--- src/rtl/linear_bias_add.sv ---
// Streaming bias-add: joins data_in and bias beats, aligns fractional points, casts and buffers in a 2-entry FIFO.
// Define LINEAR_BIAS_ADD_SATURATE_EN to saturate the output cast instead of wrapping.
module linear_bias_add #(
    parameter int DATA_IN_PRECISION_0  = 16,
    parameter int DATA_IN_PRECISION_1  = 3,
    parameter int BIAS_PRECISION_0     = 16,
    parameter int BIAS_PRECISION_1     = 3,
    parameter int DATA_OUT_PRECISION_0 = 16,
    parameter int DATA_OUT_PRECISION_1 = 3,
    parameter int PARALLELISM          = 1,
    parameter int TENSOR_SIZE_DIM_0    = 32
) (
    input  logic                            clk,
    input  logic                            rst,
    input  logic [DATA_IN_PRECISION_0-1:0]  data_in [PARALLELISM-1:0],
    input  logic                            data_in_valid,
    output logic                            data_in_ready,
    input  logic [BIAS_PRECISION_0-1:0]     bias [PARALLELISM-1:0],
    input  logic                            bias_valid,
    output logic                            bias_ready,
    output logic [DATA_OUT_PRECISION_0-1:0] data_out [PARALLELISM-1:0],
    output logic                            data_out_valid,
    input  logic                            data_out_ready,
    output logic                            data_out_last
);

    localparam int FRAC   = (DATA_IN_PRECISION_1 > BIAS_PRECISION_1) ? DATA_IN_PRECISION_1 : BIAS_PRECISION_1;
    localparam int DI_SH  = FRAC - DATA_IN_PRECISION_1;
    localparam int B_SH   = FRAC - BIAS_PRECISION_1;
    localparam int DI_AW  = DATA_IN_PRECISION_0 + DI_SH;
    localparam int B_AW   = BIAS_PRECISION_0 + B_SH;
    localparam int SUM_W  = ((DI_AW > B_AW) ? DI_AW : B_AW) + 1;
    localparam int SH_R   = (FRAC > DATA_OUT_PRECISION_1) ? FRAC - DATA_OUT_PRECISION_1 : 0;
    localparam int SH_L   = (DATA_OUT_PRECISION_1 > FRAC) ? DATA_OUT_PRECISION_1 - FRAC : 0;
    localparam int CAST_W = SUM_W + SH_L;
    localparam int OUT_W  = DATA_OUT_PRECISION_0;
    localparam int WIDE   = (CAST_W > OUT_W) ? CAST_W : OUT_W;
    localparam int BEATS  = TENSOR_SIZE_DIM_0 / PARALLELISM;
    localparam int BEAT_W = (BEATS > 1) ? $clog2(BEATS) : 1;
    localparam logic [BEAT_W-1:0] LAST_BEAT = BEAT_W'(BEATS - 1);

`ifdef LINEAR_BIAS_ADD_SATURATE_EN
    localparam logic signed [WIDE-1:0] SAT_MAX = {{(WIDE-OUT_W+1){1'b0}}, {(OUT_W-1){1'b1}}};
    localparam logic signed [WIDE-1:0] SAT_MIN = ~SAT_MAX;
`endif

    logic signed [WIDE-1:0]  op_a   [PARALLELISM];
    logic signed [WIDE-1:0]  op_b   [PARALLELISM];
    logic signed [WIDE-1:0]  scaled [PARALLELISM];
    logic        [OUT_W-1:0] cast   [PARALLELISM];

    logic [OUT_W-1:0]  mem_data [2][PARALLELISM];
    logic              mem_last [2];
    logic              head;
    logic              tail;
    logic [1:0]        count;
    logic [BEAT_W-1:0] beat;
    logic              full;
    logic              fire;
    logic              pop;
    logic              is_last;

    assign full           = (count == 2'd2);
    assign data_in_ready  = !full;
    assign bias_ready     = !full;
    assign fire           = data_in_valid & bias_valid & !full;
    assign data_out_valid = (count != 2'd0);
    assign pop            = data_out_valid & data_out_ready;
    assign tail           = head ^ count[0];
    assign is_last        = (beat == LAST_BEAT);

    // Operands are widened before shifting so neither the alignment nor the sum can lose bits.
    always_comb begin
        for (int unsigned i = 0; i < PARALLELISM; i++) begin
            op_a[i]   = WIDE'($signed(data_in[i])) <<< DI_SH;
            op_b[i]   = WIDE'($signed(bias[i])) <<< B_SH;
            scaled[i] = ((op_a[i] + op_b[i]) >>> SH_R) <<< SH_L;
`ifdef LINEAR_BIAS_ADD_SATURATE_EN
            if (scaled[i] > SAT_MAX) begin
                cast[i] = OUT_W'(SAT_MAX);
            end else if (scaled[i] < SAT_MIN) begin
                cast[i] = OUT_W'(SAT_MIN);
            end else begin
                cast[i] = OUT_W'(scaled[i]);
            end
`else
            cast[i] = OUT_W'(scaled[i]);
`endif
        end
    end

    always_comb begin
        for (int unsigned i = 0; i < PARALLELISM; i++) begin
            data_out[i] = mem_data[head][i];
        end
    end
    assign data_out_last = mem_last[head];

    always_ff @(posedge clk or negedge rst) begin
        if (!rst) begin
            for (int unsigned e = 0; e < 2; e++) begin
                for (int unsigned i = 0; i < PARALLELISM; i++) begin
                    mem_data[e][i] <= '0;
                end
                mem_last[e] <= 1'b0;
            end
            head  <= 1'b0;
            count <= '0;
            beat  <= '0;
        end else begin
            if (fire) begin
                for (int unsigned i = 0; i < PARALLELISM; i++) begin
                    mem_data[tail][i] <= cast[i];
                end
                mem_last[tail] <= is_last;
                beat           <= is_last ? '0 : beat + 1'b1;
            end
            if (pop) begin
                head <= ~head;
            end
            if (fire && !pop) begin
                count <= count + 2'd1;
            end else if (!fire && pop) begin
                count <= count - 2'd1;
            end
        end
    end

endmodule

--- config.mk ---
export PLATFORM = sky130hd
export DESIGN_NAME = linear_bias_add
export DESIGN_NICKNAME = d
export VERILOG_FILES = /design/src/rtl/linear_bias_add.sv
export SDC_FILE = /design/constraint.sdc
export NUM_CORES = 1
export LEC_CHECK = 0
export CORE_MARGIN = 2
export CORE_UTILIZATION = 48
export CTS_BUF_LIST = sky130_fd_sc_hd__clkbuf_16
export CTS_CLUSTER_DIAMETER = 150
export CTS_CLUSTER_SIZE = 12
export DETAILED_ROUTE_END_ITERATION = 10
export PLACE_DENSITY_LB_ADDON = 0.08
export SYNTH_ARGS = -nofsm -noshare
export SYNTH_HDL_FRONTEND = slang
export SYNTH_SLANG_ARGS = --single-unit
--- constraint.sdc ---
create_clock -name clk -period 4.4 [get_ports clk]
set_clock_uncertainty 0.05 [all_clocks]
set_input_delay 0.88 -clock clk [delete_from_list [all_inputs] [get_ports clk]]
set_output_delay 0.88 -clock clk [all_outputs]
set_load 0.01 [all_outputs]
## Word-level counts from Yosys, hierarchy flattened

Cells that the tools add are included.

- Flip-flop bits (word level): 42
- Bits of input ports: 37
- Output and inout port bits: 20
- Logic and storage cells: 46

- Add/sub/neg operators: 4
- Order comparisons: 3
- Eq/ne operators: 2
- Muxes and demuxes: 15
- Bitwise gates (word level): 7
- Reduce and logical (&&, ||, !) cells: 8

Operators by type and width:

| cell | number |
|---|---|
| two-way mux 16 bit | 4 |
| bitwise mux 32 bit | 1 |
| adder 16 bit | 1 |
| demux 16 bit (select 1 bit) | 1 |
| adder 5 x 1 -> 5 bit (second input constant) | 1 |
| == test 5 bit (second input constant) | 1 |
| two-way mux 5 bit | 1 |
| greater-or-equal comparator 2 bit (second input constant) | 2 |
| two-way mux 1 bit | 4 |
| two-way mux 2 bit | 2 |
| NOT 1 -> 2 bit | 2 |
| nonzero test 2 bit | 2 |
| AND 1 bit | 3 |
| logical AND 1 bit | 3 |
| zero test 1 bit | 3 |
| adder 2 x 1 -> 2 bit (second input constant) | 1 |
| bitwise mux 2 bit | 1 |
| == test 2 bit (second input constant) | 1 |
| less-than comparator 2 x 1 -> 1 bit (second input constant) | 1 |
| subtractor 2 x 1 -> 2 bit (second input constant) | 1 |
| demux 1 bit (select 1 bit) | 1 |
| NOT 1 bit | 1 |
| bitwise XOR 1 bit | 1 |

## Longest topological paths before layout

Gate-level depths: netlist of run 1.

- Word-level depth: 7
- Depth in mapped cells: 9
- Depth with buffers taken out: 8

## Worst setup path before layout of run 1

No wires, ideal clock.

- Path kind: input -> register
- From: in data_in[0] (netlist name)
- To: reg mem_data[14] (netlist name)
- Library setup time: 125 ps
- Arrival: 2572 ps
- Slack: 1654 ps
- Stages on the path: 8
- Cell sequence: ha_1 > fa_1 > a21oi_1 > o22ai_1 > o21ai_1 > o21ai_1 > mux2i_1 > mux2_2

- Longest elaborated chain between the ends: 2

RTL lines:

| element | RTL line | source |
|---|---|---|
| start, declared | 15 | `input logic [DATA_IN_PRECISION_0-1:0] data_in [PARALLELISM-1:0],` |
| adder 16 bit | 77 | `scaled[i] = ((op_a[i] + op_b[i]) >>> SH_R) <<< SH_L;` |
| bitwise mux 32 bit | 113 | `mem_data[tail][i] <= cast[i];` |
| end signal, assigned by index | 113 |  |
| end, declared | 52 | `logic [OUT_W-1:0] mem_data [2][PARALLELISM];` |

No other way between the ends.
A chain may end at the register's enable or synchronous reset.

## Worst setup path after layout of run 1

Ends and elaborated chain as after synthesis.

==> impl_metrics.ini, run 1 <==
[floorplanning]
io-pin-count = 57
initial_utilization_pct = 49.6
die_h_um = 79.2
coreArea_um2 = 5470
die_w_um = 79.2
fp.dieArea_um2 = 6270
fp-row-count = 27

[hold_path]
holdPathEnd = mem_data[24]
min_from = mem_data[24]
hp-class = flop to flop
min_path_cells = 2

[route]
initialDrtViolationCount = 115
antenna_left = 0
drc = 0
wirelength_um = 5740
vias = 2190
vias_per_cell = 5.43
routedWlPerCell_um = 14.3
first_pass_iters = 4

[place]
dpl_cell_area_um2 = 3330
io_buffers = 56
gp_congestion = 0.817
dp.cells = 395
dp_hpwl_um = 4250
preCtsSetupSlack_ns = 1.01

[grt]
track_usage_pct = 20.3
grt_max_degree = 43
grt_pass1_wl_um = 10000
antenna_found_initial = 0
grt_pass1_vias = 2155
overflow = 0

[final_layout]
fin_area_um2 = 3480
drive_gt1_share_pct = 16.0
fin_nets = 386
layoutNonFillerInstCount = 403
antenna_cells = 0
syn2layout_area_growth_pct = 28.1

[timing]
finalMaxSlewViolations = 0
finalSetupViolCount = 0
fin_setup_tns_ns = 0
worst_pin_slew_ns = 0.919
rsz0062_at_grt = false
finalHoldViolCount = 0
fmax_ghz = 0.321
finalCritPeriodShare_pct = 70.7
slew_headroom_pct = 38.8
period_minus_slack_ns = 3.11
fin_ws_ns = 1.29

[status]
status = finished, final reports clean

[clock_network]
cts_buffers = 5
clk_path_buf_depth = 2
clk_pin_slew_worst_paths_ns = 0.06
cts_resized = 0
cts-root-buf = clkbuf_16
clock-sinks = 42
cts_tree = done
cts_htree_levels = 2
insertion_delay_ns = 0.29
holdBufCountCts = 0
cts_setup_buffers = 0

[synthesis]
ys_ff_latch = 42
syn_area_per_cell_um2 = 9.87
syn_area_um2 = 2710
synth_ff_type = dfrtp_1
synth_fp_nets = 331
synth_edf_count = 0
seq_area_frac_synth_pct = 38.7
ys_types = 46
async_reset_ff_share_pct = 100
ys.warnings.count = 0
synth_cells = 275

[setup_path]
cp.arrival_ns = 3.23
r2r_cells = 6
end_kind = flop
r2r_setup_slack_ns = 1.64
worstReg2RegStart = head
r2r-end = mem_data[31]
path_class = primary input to flop
critPathLaunchType = primary input
crit_required_ns = 4.52
cp_max_fo = 4

[power]
powerDensity_nw_per_um2 = 592
leakagePower_uw = 0.00149
power_uw = 2060
ir_worst_vdd_v = 0.000427

[run]
maxCapViolCount = 0
==> per-stage QoR <==
| stage | utilization (%) | hold slack [ns] |
|---|---|---|
| after global routing | 63.5 | 0.445 |
| after floorplan | - | 0.392 |
| after detailed placement | 60.8 | 0.409 |
| final | 63.5 | 0.421 |
| after CTS | 63.5 | 0.426 |
| after global placement | 60.8 | 0.406 |
==> flip-flops by register name (all words and copies together) (netlist names) <==
name	cells
head	1
mem_last	2
beat	5
mem_data	32
count	2
==> per-layer routing <==
metal	part of all wire (%)	track usage [%]	wire [um]
met5	0	0	0
met3	3.8	3.64	219
met4	0.80	5.17	46
met1	47	26.7	2670
met2	49	34.8	2800
==> area by class of cell <==
| cell class | instances | area, um^2 |
|---|---|---|
| clock buffer | 5 | 125 |
| clock inverter | 3 | 25.0 |
| fill | 491 | 2000 |
| inverter | 4 | 15.0 |
| multi-input combinational | 219 | 1600 |
| sequential | 42 | 1050 |
| tap | 72 | 90.1 |
| timing repair buffer | 58 | 571 |
==> worst max-delay path, stage by stage <==
cell,delay (ns)
clkdlybuf4s50_1,0.40
ha_1,0.24
fa_1,0.41
a21oi_1,0.22
o22ai_1,0.14
o21ai_1,0.35
o21ai_1,0.17
mux2i_1,0.16
mux2_2,0.27
==> synth_stat cells (all sizes together) (2+ instances only) <==
cell type / instances / share of area [%]
nor2b: 2 / 0.46
a21o: 2 / 0.55
nand3: 6 / 1.1
a21oi: 16 / 3.0
o21a: 2 / 0.55
mux2i: 3 / 1.1
xor2: 7 / 2.3
nand4: 2 / 0.46
dfrtp: 42 / 39
o21ai: 12 / 2.2
o22ai: 2 / 0.46
nor3: 3 / 0.74
a22oi: 2 / 0.55
xnor2: 11 / 3.5
mux2: 36 / 15
ha: 18 / 8.3
nor2: 17 / 2.4
a211oi: 4 / 1.1
or3: 2 / 0.46
inv: 4 / 0.55
or2: 3 / 0.69
buf: 5 / 1.2
nand2: 49 / 6.8
clkbuf: 5 / 0.74
o211ai: 4 / 1.1
==> power breakdown <==
part           switching (uW)  leakage [uW]  internal, uW  total (uW)
logic                     413      0.000913           578         992
clock network             156     0.0000704           213         369
registers                 131      0.000506           568         699
==> worst max-delay path by stage <==
stage	start	end	slack, ns
3_3_place_gp	data_in[0]	mem_data[30]	1.06
4_1_cts	data_in[0]	mem_data[14]	1.30
2_1_floorplan	data_in[0]	mem_data[14]	1.65
6_report	data_in[0]	mem_data[14]	1.29
5_1_grt	data_in[0]	mem_data[30]	1.16
3_5_place_dp	data_in[0]	mem_data[14]	1.01
==> cell families after synthesis <==
kind of cell | after synthesis | share of synthesized area, %
DFF | 42 | 38.7
muxes | 39 | 16.0
xor gates and xnor gates | 18 | 5.81
AOI/OAI and AO/OA | 54 | 13.5
and+or+nand+nor | 89 | 14.3
adders and majority gates | 19 | 9.04
buffers and inverters | 14 | 2.54
==> cells in the final DEF, fill, tap and decap left out, types with 3 or more instances in the layout <==
master	netlist	routed
a211oi_1	4	4
a21oi_1	16	16
clkbuf_16	0	5
clkdlybuf4s50_1	0	55
dfrtp_1	42	42
ha_1	18	18
inv_1	4	4
mux2_2	36	36
mux2i_1	3	3
nand2_1	49	49
nand3_1	6	6
nor2_1	17	17
o211ai_1	4	4
o21ai_0	10	10
or2_2	3	3
xnor2_1	11	11
xor2_1	7	7
Note: power is estimated with default switching activity, not from simulation.
==> run 2, diff against run 1 <==
==> constraint.sdc (replaced) <==
create_clock -name clk -period 3.2 [get_ports clk]
set_clock_uncertainty 0.05 [all_clocks]
set_input_delay 0.64 -clock clk [delete_from_list [all_inputs] [get_ports clk]]
set_output_delay 0.64 -clock clk [all_outputs]
set_load 0.01 [all_outputs]
==> impl_metrics.ini, run 2 (synthesized netlist as in run 1, its figures left out) <==
[floorplanning]
initial_utilization_pct = 49.6
fp.dieArea_um2 = 6270
fp-row-count = 27
die_h_um = 79.2
io-pin-count = 57
coreArea_um2 = 5470
die_w_um = 79.2

[grt]
grt_pass1_wl_um = 9750
grt_pass1_vias = 2122
grt_max_degree = 43
overflow = 0
antenna_found_initial = 0
track_usage_pct = 19.7

[final_layout]
most-common-layout-cells = clkdlybuf4s50_1 (55), nand2_1 (49), dfrtp_1 (42), mux2_2 (36), ha_1 (18)
largest_register = mem_data
fin_area_um2 = 3530
final_common_cell = clkdlybuf4s50_1
drive_gt1_share_pct = 16.5
fillers = 496
fin_nets = 389
antenna_cells = 0
largest_register_ffs = 32
syn2layout_area_growth_pct = 30.0
layoutNonFillerInstCount = 406
largestRegisters = mem_data (32), beat (5)

[clock_network]
insertion_delay_ns = 0.27
cts_resized = 0
clock-sinks = 42
clk_path_buf_depth = 2
cts_htree_levels = 2
clk_pin_slew_worst_paths_ns = 0.06
cts-root-buf = clkbuf_16
cts_buffers = 5
cts_setup_buffers = 0
cts_tree = done
holdBufCountCts = 0

[setup_path]
crit_required_ns = 3.32
end_kind = flop
critPathLaunchType = primary input
cp_max_fo = 4
cp.arrival_ns = 2.88
r2r_setup_slack_ns = 1.13
path_class = primary input to flop

[status]
status = finished, final reports clean

[timing]
fin_setup_tns_ns = 0
fmax_ghz = 0.361
worst_pin_slew_ns = 0.923
fin_ws_ns = 0.431
finalCritPeriodShare_pct = 86.5
finalSetupViolCount = 0
rsz0062_at_grt = false
finalHoldViolCount = 0
period_minus_slack_ns = 2.77
finalMaxSlewViolations = 0
slew_headroom_pct = 38.5

[place]
dp.cells = 398
dp_hpwl_um = 4280
dpl_cell_area_um2 = 3360
gp_congestion = 0.850
io_buffers = 56
preCtsSetupSlack_ns = 0.141

[power]
power_uw = 2930
ir_worst_vdd_v = 0.000697
leakagePower_uw = 0.00152
powerDensity_nw_per_um2 = 830

[route]
routedWlPerCell_um = 14.1
vias_per_cell = 5.36
initialDrtViolationCount = 103
vias = 2177
first_pass_iters = 4
wirelength_um = 5730
drc = 0
antenna_left = 0

[run]
maxCapViolCount = 0

[hold_path]
hp-class = flop to flop
[run 2: cell count changes in the layout (fill, tap and decap cells not counted), sizes merged]
cell	previous run	this run
clkinv	1	0
bufinv	0	1
buf	3	6
[run 2: cell type report]
class / count / area (um^2) / area share (%)
Clock buffer: 5 / 125 / 3.55
Clock inverter: 3 / 41.3 / 1.17
Inverter: 4 / 15.0 / 0.426
Multi-Input combinational cell: 219 / 1600 / 45.3
Sequential cell: 42 / 1050 / 29.8
Tap cell: 72 / 90.1 / 2.55
Timing Repair Buffer: 61 / 606 / 17.2
[run 2: routing by layer]
| metal | GRT usage, % | up-vias | part of all wire [%] |
|---|---|---|---|
| met5 | 0 | - | 0 |
| met4 | 4.66 | 0 | 0.80 |
| met3 | 3.41 | 5 | 3.5 |
| met2 | 33.3 | 43 | 49 |
| met1 | 26.4 | 1035 | 46 |
| li1 | - | 1094 | - |
[run 2: power breakdown]
| group | switching (uW) | internal (uW) | leakage, uW |
|---|---|---|---|
| sequential | 157 | 782 | 0.000506 |
| combinational | 601 | 825 | 0.000931 |
| clock | 198 | 365 | 0.0000812 |
| total | 956 | 1970 | 0.00152 |
[run 2: final timing paths]
kind,to,startpoint,cells after the start
setup / recovery,mem_data[9],data_in[1],8
min in group asynchronous,mem_data[1],rst,1
hold reg to reg,mem_data[19],mem_data[19],2
setup reg to reg,mem_data[31],head,6
max in group asynchronous,count[0],rst,1
hold / removal,mem_data[19],mem_data[19],2
[run 2: critical path: stages]
cell             delay, ns
clkdlybuf4s50_1       0.46
ha_1                  0.33
a211oi_1              0.23
o21bai_1              0.20
a2111oi_4             0.46
o31ai_1               0.14
xor2_1                0.16
mux2_2                0.28
[run 2: through the flow]
stage	utilization, %	hold WS [ns]
detailed placement	61.4	0.409
CTS	64.4	0.425
finish	64.4	0.421
global placement	61.4	0.405
floorplan	-	0.294
global route	64.4	0.448
